===== src/rtl/led_matrix_scan_reader.sv =====
// Row-scanning driver for an LED matrix: snapshots the assembled frame once per frame,
// then lights one row at a time with an optional blanking gap between rows.
module led_matrix_scan_reader #(
  parameter int ROWS           = 8,
  parameter int COLS           = 8,
  parameter int DWELL          = 1000,
  parameter int BLANK          = 16,
  parameter bit COL_ACTIVE_LOW = 1'b1
) (
  input  logic                 clk,
  input  logic                 reset,
  input  logic                 enable,
  input  logic [ROWS*COLS-1:0] frame_in,
  output logic [ROWS-1:0]      row_sel,
  output logic [COLS-1:0]      col_out,
  output logic                 frame_start,
  output logic                 frame_done,
  output logic                 busy
);

  localparam int RW   = (ROWS > 1) ? $clog2(ROWS) : 1;
  localparam int MAXC = (DWELL > BLANK) ? DWELL : BLANK;
  localparam int CW   = $clog2(MAXC + 1);

  localparam logic [CW-1:0]   DWELL_LAST = CW'(DWELL - 1);
  localparam logic [CW-1:0]   BLANK_LAST = CW'((BLANK > 0) ? BLANK - 1 : 0);
  localparam logic [RW-1:0]   ROW_LAST   = RW'(ROWS - 1);
  localparam logic [ROWS-1:0] ROW0       = ROWS'(1);
  localparam logic [COLS-1:0] COL_OFF    = {COLS{COL_ACTIVE_LOW}};

  localparam logic [1:0] S_IDLE  = 2'd0;
  localparam logic [1:0] S_LOAD  = 2'd1;
  localparam logic [1:0] S_BLANK = 2'd2;
  localparam logic [1:0] S_SHOW  = 2'd3;
  // With no blanking, every row is entered straight into SHOW.
  localparam logic [1:0] S_ROW_ENTRY = (BLANK == 0) ? S_SHOW : S_BLANK;

  logic [1:0]           state, state_nx;
  logic [RW-1:0]        row_idx, row_nx;
  logic [CW-1:0]        cnt, cnt_nx;
  logic [ROWS*COLS-1:0] frame_buf, buf_nx;
  logic                 row_end;

  function automatic logic [COLS-1:0] col_drive(input logic [COLS-1:0] pix);
    return COL_ACTIVE_LOW ? ~pix : pix;
  endfunction

  always_comb begin
    state_nx = state;
    row_nx   = row_idx;
    cnt_nx   = cnt + 1'b1;
    buf_nx   = frame_buf;
    row_end  = 1'b0;
    case (state)
      S_IDLE: begin
        cnt_nx = '0;
        if (enable) state_nx = S_LOAD;
      end
      S_LOAD: begin
        buf_nx   = frame_in;
        row_nx   = '0;
        cnt_nx   = '0;
        state_nx = S_ROW_ENTRY;
      end
      S_BLANK: begin
        if (cnt == BLANK_LAST) begin
          cnt_nx   = '0;
          state_nx = S_SHOW;
        end
      end
      default: begin
        if (cnt == DWELL_LAST) begin
          cnt_nx = '0;
          if (row_idx == ROW_LAST) begin
            row_end  = 1'b1;
            state_nx = enable ? S_LOAD : S_IDLE;
          end else begin
            row_nx   = row_idx + 1'b1;
            state_nx = S_ROW_ENTRY;
          end
        end
      end
    endcase
  end

  // Drives are computed from the next state so row and column switch on the same edge.
  always_ff @(posedge clk) begin
    if (reset) begin
      state       <= S_IDLE;
      row_idx     <= '0;
      cnt         <= '0;
      frame_buf   <= '0;
      row_sel     <= '0;
      col_out     <= COL_OFF;
      frame_start <= 1'b0;
      frame_done  <= 1'b0;
      busy        <= 1'b0;
    end else begin
      state       <= state_nx;
      row_idx     <= row_nx;
      cnt         <= cnt_nx;
      frame_buf   <= buf_nx;
      row_sel     <= (state_nx == S_SHOW) ? (ROW0 << row_nx) : '0;
      col_out     <= (state_nx == S_SHOW) ? col_drive(buf_nx[row_nx*COLS +: COLS]) : COL_OFF;
      frame_start <= (state == S_LOAD);
      frame_done  <= row_end;
      busy        <= (state_nx != S_IDLE);
    end
  end

endmodule


===== config.mk =====
export PLATFORM = sky130hd
export DESIGN_NAME = led_matrix_scan_reader
export DESIGN_NICKNAME = d
export VERILOG_FILES = /design/src/rtl/led_matrix_scan_reader.sv
export SDC_FILE = /design/constraint.sdc
export NUM_CORES = 1
export LEC_CHECK = 0
export BUFFER_PORTS_ARGS = -buffer_cell sky130_fd_sc_hd__buf_2
export CORE_ASPECT_RATIO = 1.75
export CORE_UTILIZATION = 50
export DETAILED_ROUTE_END_ITERATION = 10
export PLACE_DENSITY_LB_ADDON = 0.15
export RECOVER_POWER = 25
export SYNTH_ARGS = -nofsm -noshare
export SYNTH_HDL_FRONTEND = slang
export SYNTH_SLANG_ARGS = --single-unit

===== constraint.sdc =====
create_clock -name clk -period 2.4 [get_ports clk]
set_input_delay 0 -clock clk [delete_from_list [all_inputs] [get_ports clk]]
set_output_delay 0 -clock clk [all_outputs]
set_load 0.05 [all_outputs]

==> results.yml <==
final_layout:
  syn_to_final_growth_pct: 39.3
  postLayoutCoreUtil: 0.712
  nets: 801
  antennaDiodeCount: 0
  final_layout_size_suffix_gt1_frac: 0.243
  multi_input_area_mm2: 0.00295
  register_area_mm2: 0.00197
  n_fill_cell: 766
global_route:
  grt_pass1_vias: 5005
  grt_usage: 0.284
  grt_first_pass_wirelength_um: 23000
  antenna_found_initial: 0
  overflow: 0
  grt_max_degree: 73
clock_tree:
  cts_sinks: 98
  htreeDepth: 3
  clk_latency_ns: 0.34
  cts_buffer_depth: 2
  cts_buffers: 9
  cts_tree: "yes"
  cts.clk_slew.worst_paths_ns: 0.07
  cts_root_buf: "clkbuf_16"
drt:
  drt-total-wl_um: 14300
  via_per_inst: 5.59
  drt.antenna.violating_nets: 0
  drt_iter0_markers: 256
  drc: 0
  num_vias: 4799
  wl_per_cell_um: 16.7
  first_pass_iters: 7
synthesis:
  synth-seq-cells: 98
  yosys.area.top_type: "dfxtp_1"
  synth_nets: 632
  netlist_top_cells_area: "dfxtp_1 39%, mux2i_1 16%, nor2_1 7.3%, mux4_2 5.4%, nand2_1 4.4%"
  synth-async-reset-ratio: 0
  ys_warn_count: 0
  synth_sequential_area_ratio: 0.392
  ys.flop_type: "dfxtp_1"
  yosysTopAreaCellShare: 0.392
  yosysUniqueCellTypes: 51
  synth.avg_cell_area_um2: 8.94
  synth-edff-count: 0
  syn_area_mm2: 0.00500
  syn_inst: 559
placement:
  gp_congestion: 0.846
  dpl_worst_slack_ns: -0.151
  port_buffers: 85
  dp_hpwl_um: 9770
timing:
  finalHoldViolations: 0
  relSlewSlack: 0.471
  period_minus_slack_ns: 2.28
  setup_viol: 0
  setup_tns_ns: 0
  fmax_ghz: 0.438
  skew_ns: 0.00625
  tightest_slew_ns: 0.794
  fin_crit_sh: 0.952
  layout_setup_ws_ns: 0.115
  finalMaxSlewViolations: 0
critical_path:
  cp_data_arrival_time_ns: 2.52
  start_kind: "flop"
  cp.required_ns: 2.63
  cp_top_family: "compound AO/OA/AOI/OAI gates"
  endpoint_kind: "flop"
  critPathMaxStageDelay_ns: 0.37
  path_class: "flop to flop"
  worstPathCellList: "ha_2 -> buf_6 -> nand2_1 -> o211ai_1 -> a211oi_4 -> buf_4 -> buf_12 -> a311oi_2 -> o221ai_1 -> o31a_1 -> o22a_1"
  critPathBufInv: 3
  slowest_stage: "dfxtp_4"
  cp_max_fo: 7
floorplanning:
  die_y_um: 134
  initial_core_util: 0.511
  fp.dieW_um: 77.6
  num_rows: 48
  die_area_mm2: 0.0104
  pin_count: 86
  core_mm2: 0.00979
flow_run:
  cap_viol_max_count: 0
run_status:
  status: "finished clean"
power_and_ir_drop:
  ir_drop_uv: 432
  p_leak_uw: 0.00277
  power_density_mw_per_mm2: 759
min_path:
  min_path_type: "input port to flop"
==> layer usage <==
layer	vias to the layer above	GRT usage	routed length [um]
met2	162	0.537	7660
met3	48	0.0361	554
li1	2329	-	-
met1	2260	0.285	5380
met5	-	0	0
met4	0	0.179	715
==> worst paths after layout <==
kind                 start       endpoint  slack [ns]  depth (start not counted)
max               state[1]     col_out[6]        0.12                         11
min                  reset  frame_buf[61]        0.04                          3
max reg2reg       state[1]     col_out[6]        0.12                         11
min reg2reg  frame_buf[24]  frame_buf[24]        0.50                          2
==> sequential cells by signal, summed over array words and instances, names as in the netlist <==
name	cells
frame_start	1
row_sel	8
frame_done	1
frame_buf	64
busy	1
col_out	8
row_idx	3
cnt	10
state	2
==> layout make-up <==
cell class	count	area share
inverter	5	0.00269
multi-input combinational	415	0.424
sequential	98	0.282
timing repair buffer	199	0.221
tap	125	0.0225
clock buffer	10	0.0329
clock inverter	6	0.0151
==> repair_timing <==
item / CTS / global route
cloned: 1 / 0
gates resized for setup: 7 / 23
hold buffers: 63 / 0
setup endpoints to repair: 8 / 8
setup buffers: 4 / 0
hold endpoints to repair: 66 / 0
pin swaps: 3 / 2
==> cell usage after synthesis (all sizes together), types with 3 or more instances <==
cell / number
mux4: 12
clkbuf: 23
xnor2: 5
ha: 6
mux2: 5
nor3b: 3
o22ai: 6
nand2: 59
o221ai: 3
o31a: 5
nand3: 21
a311oi: 3
nor2: 97
o22a: 3
buf: 18
and2: 6
inv: 5
nor2b: 4
a211oi: 5
mux2i: 83
dfxtp: 98
a31oi: 11
o21ai: 15
o311ai: 5
nor3: 11
and3: 4
and4b: 3
a21oi: 14
nand4: 3
==> layout by cell type (no fill, tap or decap), drive strengths merged, types with 6 or more instances in the layout <==
cell type,Yosys,final
nand3,21,21
nand2,59,59
mux2i,83,83
and2,6,6
mux4,12,12
nor2,97,97
a31oi,11,11
o21ai,15,15
dfxtp,98,98
buf,18,116
o22ai,6,6
clkbuf,23,29
ha,6,6
nor3,11,11
dlygate4sd3,0,63
a21oi,14,14
==> stage by stage <==
step | hold slack, ns | cells | area [um^2] | power, uW
after floorplan | 0.147 | 559 | 5000 | 3090
after global placement | 0.245 | 774 | 5850 | 3500
after detailed placement | 0.261 | 774 | 5850 | 3560
after CTS | 0.0305 | 858 | 6910 | 5280
after global routing | 0.0579 | 858 | 6970 | 5550
final | 0.0419 | 858 | 6970 | 5290
==> tightest hold or removal path: cells and delay by family <==
family | cells | cell delay [ns]
buf+inv | 2 | 0.17
simple gates | 1 | 0.16
==> cell families (layout without fill, tap and decap cells) <==
group	Yosys count	in the layout	synth area share
AND/OR/NAND/NOR	219	219	0.195
multiplexers	100	100	0.234
flip-flops	98	98	0.392
AO/OA/AOI/OAI	83	83	0.113
buffers and inverters	46	220	0.0383
XOR/XNOR	7	7	0.0123
adder cells (fa/ha/maj)	6	6	0.0150
==> power breakdown <==
part / leakage, uW / internal [uW] / switching (uW)
clock network: 0.000166 / 1010 / 622
logic: 0.00181 / 823 / 879
registers: 0.000798 / 1830 / 114
total: 0.00277 / 3670 / 1610
(Power assumes the default switching activity.)
